`config.mk`:
```
export PLATFORM = sky130hd
export DESIGN_NAME = layer_mac_engine
export DESIGN_NICKNAME = d
export VERILOG_FILES = /design/src/rtl/nn_pkg.sv /design/src/rtl/relu_sat.sv /design/src/rtl/layer_mac_engine.sv
export SDC_FILE = /design/constraint.sdc
export NUM_CORES = 1
export LEC_CHECK = 0
export ABC_AREA = 1
export CORE_MARGIN = 4
export CORE_UTILIZATION = 55
export DETAILED_ROUTE_END_ITERATION = 16
export PLACE_DENSITY = 0.78
export RECOVER_POWER = 100
export SYNTH_ARGS = -nofsm -noshare
export SYNTH_HDL_FRONTEND = slang
export SYNTH_HIERARCHICAL = 1
export SYNTH_SLANG_ARGS = --single-unit
```
`constraint.sdc`:
```
create_clock -name clk -period 5.8 [get_ports clk]
set_input_delay 0.87 -clock clk [delete_from_list [all_inputs] [get_ports clk]]
set_output_delay 0.87 -clock clk [all_outputs]
set_load 0.01 [all_outputs]
```
`src/rtl/nn_pkg.sv`:
```
// Shared definitions for the layer MAC engines: datapath widths, FSM encoding and
// the per-layer sizes of the network.
package nn_pkg;

    localparam int ACT_W  = 8;
    localparam int W_W    = 8;
    localparam int PROD_W = ACT_W + W_W;
    localparam int ACCW   = 32;

    localparam int unsigned L1_N_IN  = 784;
    localparam int unsigned L1_N_OUT = 128;
    localparam int unsigned L2_N_IN  = 128;
    localparam int unsigned L2_N_OUT = 32;
    localparam int unsigned L3_N_IN  = 32;
    localparam int unsigned L3_N_OUT = 10;

    typedef enum logic [2:0] {
        StIdle,
        StLoad,
        StDrain,
        StWrite,
        StDone
    } state_e;

endpackage

```
`src/rtl/relu_sat.sv`:
```
// Output quantiser: arithmetic right shift of the accumulator, then ReLU and
// saturation to the 0..127 range.
module relu_sat
    import nn_pkg::*;
#(
    parameter int unsigned SHIFT = 7
) (
    input  logic signed [ACCW-1:0] acc,
    output logic        [7:0]      q
);

    logic signed [ACCW-1:0] shifted;

    always_comb begin
        shifted = acc >>> SHIFT;
        q       = 8'd0;
        if (shifted < 0) begin
            q = 8'd0;
        end else if (shifted > 127) begin
            q = 8'd127;
        end else begin
            q = shifted[7:0];
        end
    end

endmodule

```
`src/rtl/layer_mac_engine.sv`:
```
// One fully connected layer: streams activations and neuron-major weights, accumulates
// each neuron's dot product and writes the quantised ReLU result to the output buffer.
module layer_mac_engine
    import nn_pkg::*;
#(
    parameter int unsigned N_IN  = 784,
    parameter int unsigned N_OUT = 128,
    parameter int unsigned SHIFT = 7
) (
    input  logic                    clk,
    input  logic                    rst,
    input  logic                    run,
    output logic        [15:0]      act_rd_addr,
    input  logic signed [ACT_W-1:0] act_rd_data,
    output logic        [19:0]      w_rd_addr,
    input  logic signed [W_W-1:0]   w_rd_data,
    output logic                    out_we,
    output logic        [15:0]      out_addr,
    output logic        [7:0]       out_data,
    output logic                    busy,
    output logic                    done
);

    state_e                 state_q;
    logic        [15:0]     i_q;
    logic        [15:0]     j_q;
    logic        [19:0]     w_q;
    logic signed [ACCW-1:0] acc_q;
    logic                   valid_q;

    logic signed [PROD_W-1:0] prod;
    logic signed [ACCW-1:0]   prod_ext;
    logic        [7:0]        relu_q;

    assign prod     = act_rd_data * w_rd_data;
    assign prod_ext = {{(ACCW - PROD_W){prod[PROD_W-1]}}, prod};

    relu_sat #(
        .SHIFT (SHIFT)
    ) u_relu_sat (
        .acc (acc_q),
        .q   (relu_q)
    );

    assign act_rd_addr = i_q;
    assign w_rd_addr   = w_q;
    assign busy        = (state_q == StLoad) || (state_q == StDrain) || (state_q == StWrite);
    assign done        = (state_q == StDone);

    always_ff @(posedge clk) begin
        if (rst) begin
            state_q  <= StIdle;
            i_q      <= '0;
            j_q      <= '0;
            w_q      <= '0;
            acc_q    <= '0;
            valid_q  <= 1'b0;
            out_we   <= 1'b0;
            out_addr <= '0;
            out_data <= '0;
        end else if (busy && !run) begin
            // Abort: drop the partial neuron, including any write due this cycle.
            state_q <= StIdle;
            acc_q   <= '0;
            valid_q <= 1'b0;
            out_we  <= 1'b0;
        end else begin
            out_we  <= 1'b0;
            valid_q <= 1'b0;
            if (valid_q) begin
                acc_q <= acc_q + prod_ext;
            end
            unique case (state_q)
                StIdle: begin
                    if (run) begin
                        state_q <= StLoad;
                        i_q     <= '0;
                        j_q     <= '0;
                        w_q     <= '0;
                        acc_q   <= '0;
                    end
                end
                StLoad: begin
                    valid_q <= 1'b1;
                    // w_q runs straight on into the next neuron's row.
                    w_q     <= w_q + 20'd1;
                    if (i_q == 16'(N_IN - 1)) begin
                        state_q <= StDrain;
                    end else begin
                        i_q <= i_q + 16'd1;
                    end
                end
                StDrain: begin
                    state_q <= StWrite;
                end
                StWrite: begin
                    out_we   <= 1'b1;
                    out_addr <= j_q;
                    out_data <= relu_q;
                    acc_q    <= '0;
                    if (j_q == 16'(N_OUT - 1)) begin
                        state_q <= StDone;
                    end else begin
                        j_q     <= j_q + 16'd1;
                        i_q     <= '0;
                        state_q <= StLoad;
                    end
                end
                StDone: begin
                    if (!run) begin
                        state_q <= StIdle;
                    end
                end
                default: state_q <= StIdle;
            endcase
        end
    end

endmodule

```
## Word level (Yosys, flattened, before mapping)

Index checks and enable logic that the tools add are counted.

| storage, ports and cells | value |
|---|---|
| flip-flop bits (word level) | 113 |
| input port bits | 19 |
| output and inout port bits | 63 |
| logic and storage cells | 62 |

| operators by class | value |
|---|---|
| add/subtract/negate cells | 4 |
| multipliers | 1 |
| magnitude comparators | 2 |
| eq/ne operators | 11 |
| multiplexer cells | 20 |
| bitwise gates (word level) | 1 |
| reduce and logical (&&, ||, !) cells | 14 |

Operator list:

| kind | number |
|---|---|
| 16-bit two-way mux | 4 |
| 32-bit two-way mux | 2 |
| 32-bit one-hot mux with 2 select lines | 1 |
| 16-bit one-hot mux with 3 select lines | 1 |
| 20-bit one-hot mux with 2 select lines | 1 |
| 16-bit by 1-bit adder with 16-bit output, second input constant | 2 |
| 32-bit by 16-bit adder with 32-bit output | 1 |
| 16-bit one-hot mux with 2 select lines | 1 |
| 25-bit by 8-bit greater-than comparator with 1-bit output, second input constant | 1 |
| 25-bit by 1-bit less-than comparator with 1-bit output, second input constant | 1 |
| 20-bit by 1-bit adder with 20-bit output, second input constant | 1 |
| 20-bit two-way mux | 1 |
| 16-bit by 10-bit == test with 1-bit output, second input constant | 1 |
| 16-bit by 7-bit == test with 1-bit output, second input constant | 1 |
| 8-bit by 8-bit multiplier with 16-bit output | 1 |
| 8-bit two-way mux | 2 |
| 3-bit one-hot mux with 5 select lines | 1 |
| 3-bit two-way mux | 4 |
| 2-bit != test, second input constant | 4 |
| 3-bit by 2-bit == test with 1-bit output, second input constant | 2 |
| 3-bit AND reduction | 2 |
| 5-bit AND reduction | 1 |
| 4-bit AND reduction | 1 |
| 2-bit nonzero test | 2 |
| other kinds (12) | 14 |

## Longest topological paths before layout

Gate-level depths: netlist of run 1.

| depth | value |
|---|---|
| depth in word-level cells | 6 |
| mapped depth | 23 |
| depth with buffers taken out | 22 |

## Hierarchy

Netlist of run 1, hierarchy kept.

Modules (own cells, without submodules):

| module | instances | cells an instance | area each (um^2) | seq. area each (um^2) |
|---|---|---|---|---|
| layer_mac_engine | 1 | 1609 | 11507.3 | 2262.2 |
| relu_sat | 1 | 30 | 140.1 | 0.0 |

## Worst setup path before layout of run 1

OpenSTA, ideal clock, no wires.

| timing path | value |
|---|---|
| path type | input port to flip-flop |
| start point | in w_rd_data[2] |
| end point | reg acc_q[31] |
| setup time | 0.109 ns |
| data arrival time | 5.647 ns |
| data required time | 5.691 ns |
| setup slack | 0.044 ns |
| cell stages on the path | 21 |
| buffers on the path | 1 |
| cells stage by stage | clkbuf_1 nand2_1 inv_1 fa_1 inv_1 fa_1 inv_1 fa_1 fa_1 ha_1 ha_1 nand2_1 inv_1 a21oi_1 nand2_1 a21oi_1 nand2_1 nand2_1 nand3_1 nand2_1 inv_1 |

| between the ends | value |
|---|---|
| cells in the longest elaborated chain, start to end | 5 |

Ends and longest elaborated chain:

| item | RTL line | RTL |
|---|---|---|
| from (decl) | layer_mac_engine.sv:16 | `input logic signed [W_W-1:0] w_rd_data,` |
| 8-bit by 8-bit multiplier with 16-bit output (*) | layer_mac_engine.sv:35 | `assign prod = act_rd_data * w_rd_data;` |
| 32-bit by 16-bit adder with 32-bit output (*) | layer_mac_engine.sv:71 | `acc_q <= acc_q + prod_ext;` |
| 32-bit two-way mux (*) | layer_mac_engine.sv:70 | `if (valid_q) begin` |
| 32-bit two-way mux | layer_mac_engine.sv:75 | `if (run) begin` |
| 32-bit one-hot mux with 2 select lines (*) | layer_mac_engine.sv:73 | `unique case (state_q)` |
| to (signal assigned) | layer_mac_engine.sv:71 |  |
| to (decl) | layer_mac_engine.sv:28 | `logic signed [ACCW-1:0] acc_q;` |

Every way passes the cells marked *; elsewhere a longest branch is shown, timed or not.
A chain may end at the register's enable or synchronous reset.

## Final worst setup path of run 1

| timing path | value |
|---|---|
| start point | in w_rd_data[1] |
| end point | reg acc_q[23] |

The elaborated chain is that of the path after synthesis.

==> results of run 1 <==
## power groups by stage
stage | Combinational [W] | Clock, W | Sequential, W
6_report | 0.00535 | 0.00116 | 0.000895
5_1_grt | 0.00610 | 0.00120 | 0.000903
4_1_cts | 0.00536 | 0.00116 | 0.000895
3_5_place_dp | 0.00531 | 0 | 0.000911
3_3_place_gp | 0.00518 | 0 | 0.000909
2_1_floorplan | 0.00355 | 0 | 0.000896
## repair_timing
action,4_1_cts,5_1_grt
hold buffers,0,0
setup endpoints to repair,0,10
gates resized for setup,0,3
## final timing paths
path	startpoint	end	slack, ns
setup / recovery	w_rd_data[1]	acc_q[23]	0.31
hold / removal	out_addr[4]	out_addr[4]	0.45
setup reg to reg	acc_q[13]	acc_q[30]	1.31
hold reg to reg	out_addr[4]	out_addr[4]	0.45
## worst max-delay path, cell delays in order
cell and delay, ns:
dlygate4sd3_1 0.63, nand2_1 0.08, inv_1 0.10, buf_12 0.16, buf_6 0.22, fa_1 0.47, fa_1 0.54, fa_1 0.45
fa_1 0.50, ha_1 0.31, ha_1 0.35, nand2_1 0.15, inv_1 0.07, nand2_1 0.13, inv_1 0.08, a21oi_1 0.19
nand2_1 0.09, nand2_1 0.11, nand2_1 0.06, nand2_1 0.05, nand3_1 0.06, nand2_1 0.08, inv_1 0.04
## synthesized netlist by cell type (2+ instances only)
library cell / count
nor2_1: 184
nand3_1: 118
o211ai_1: 4
fa_1: 136
nand2_1: 418
nand3_2: 4
buf_6: 4
a21oi_1: 96
xnor2_1: 7
o21bai_1: 7
inv_2: 9
xor2_1: 20
buf_4: 4
or2_2: 4
nor2_2: 2
a211oi_1: 2
dfxtp_1: 113
nor3_1: 34
a211oi_2: 5
ha_1: 73
buf_2: 4
inv_1: 283
nand4_1: 25
o21ai_0: 28
nor3_2: 4
clkbuf_1: 36
nand2_2: 3
## layout make-up
type / count / area [sq um]
Multi-Input combinational cell: 1184 / 8004
Fill cell: 1793 / 6669
Sequential cell: 113 / 2262
Tap cell: 270 / 337.8
Clock buffer: 17 / 425.4
Inverter: 294 / 1105
Timing Repair Buffer: 168 / 1541
Clock inverter: 15 / 215.2
## registers in the layout (all words and copies together), names as in the netlist
signal       flops
acc_q           32
act_rd_addr     16
j_q             16
out_addr        16
out_data         8
out_we           1
state_q          3
valid_q          1
w_rd_addr       20
## routing by layer
layer,vias up,global-route usage
li1,5345,-
met1,5122,0.3387
met2,299,0.4529
met3,53,0.04637
met4,0,0.08747
met5,-,0
## per-stage QoR
step | total power, W | hold slack (ns) | utilization
5_1_grt | 0.008205 | 0.4759 | 0.6756
6_report | 0.007401 | 0.4549 | 0.6756
3_3_place_gp | 0.006089 | 0.4486 | 0.6476
3_5_place_dp | 0.006223 | 0.4525 | 0.6476
2_1_floorplan | 0.004442 | 0.4701 | -
4_1_cts | 0.007420 | 0.4627 | 0.6787
## cell families after synthesis
logic type,share of synthesized area
XOR/XNOR,0.02030
buffers and inverters,0.1147
adder cells (fa/ha/maj),0.3122
AO/OA/AOI/OAI,0.06811
other,0.0003220
flip-flops,0.1942
AND/OR/NAND/NOR,0.2902
==> metrics, run 1 <==
DP HPWL 23980 um; commonest cells after routing, fill and taps aside nand2_1 (421), inv_1 (288), nor2_1 (185), fa_1 (136), nand3_1 (119); Initial Utilization 0.5665; Syn Nets 1867; post-place setup slack -0.2016 ns; CTS Root Cell clkbuf_16; sequential area share after synthesis 0.1942; most common cell after layout, fill and taps aside nand2_1; GRT Total Usage 0.2638; min Tclk post-route 5.487 ns; IO Port Bufs 81; Leak 7.028 nW; Clock Pin Slew Worst Setup and Hold Paths 0.06 ns; Yosys top cell by area fa_1; clock share of power 0.156; Post-CTS Setup Bufs 0; htree depth 4; Worst Setup Start Kind input port; ANT nets after route 0; Setup Total Neg Slack 0 ns; critical path endpoint category register; yosys warns 6; async set or reset register ratio after synthesis 0; Ports 82; Vias/cell 5.249; met2 wire len 14710 um; initial antenna violation count 0; Comb pwr share 0.723; row count 52; CTS tree done; clock tree buffer depth 2; Post-synth EDFFs 0; wire length on met3 1690 um; vias after detailed routing 10.82k; pwr dens 532.8 nW/um^2; Psw 0.003700 W; CP max FO 13; Synth Register Bits 113; Worst Path Required 6.12 ns; largest net degree at the start of global routing 58; Die W 153.5 um; Post-Route M1 WL 12930 um; worst r2r path cells 18; ant diodes 0; Final Cell Area 13890 sq um; fmax 0.1822 GHz; fraction of post-synthesis cell area in the top cell type by area 0.2338; drt total wl 30010 um; RSZ-0062 raised after global routing no; routed length per instance 14.56 um; first-pass GRT wire length 52050 um; top sig layer met4; Seq pwr share 0.121; P_int 0.003701 W; CTS Buf Count 17; Area Overhead vs Synth 19.26%; worst-margin pin slew 1.371 ns; mean post-synth cell area 7.106 sq um; Hold Vio Cnt, Final 0; Die Y 153.5 um; post-route setup slack 0.3130 ns; Netlist cell types 39; area of the core 20560 sq um; Synth Flop Type dfxtp_1; RD Place Congestion 0.9736; CP Class input port to register; Max Slew Vio Count 0; endpoints failing setup 0; vias in the first global route 11.08k; slew margin rel. 0.08592; critical path data arrival time 5.80 ns; Post-Syn Area 11650 sq um; Remaining DRCs 0; Iteration-0 DRC Markers 755; Hold Crit Class register to register; Worst VDD drop 0.2950 mV; Area after DPL 13310 sq um; clk sinks 113; # nets final 2006; share of cells above drive strength 1 0.07705; status finished clean; Pre-antenna DRT Iters 5; top cells by area, synth fa_1 (23%), dfxtp_1 (19%), nand2_1 (13%); Final period util 0.9460; Worst Skew 0.008550 ns; hold depth 2; placed insts 2029; grt ovf 0; Sw Share 0.5000; clock latency at the later pin of the worst-skew pair 0.42 ns; Layout Cells excl Fill 2061; Max-cap violations 0; full die area 23570 sq um; synthesized netlist cell count 1639
Power figures use the tool's default switching activity.
==> run 2, diff against run 1 <==
Settings changed: SLEW_MARGIN set to 20.
==> results of run 2 <==
Final layout, timing and power as in run 1 (identical DEF).
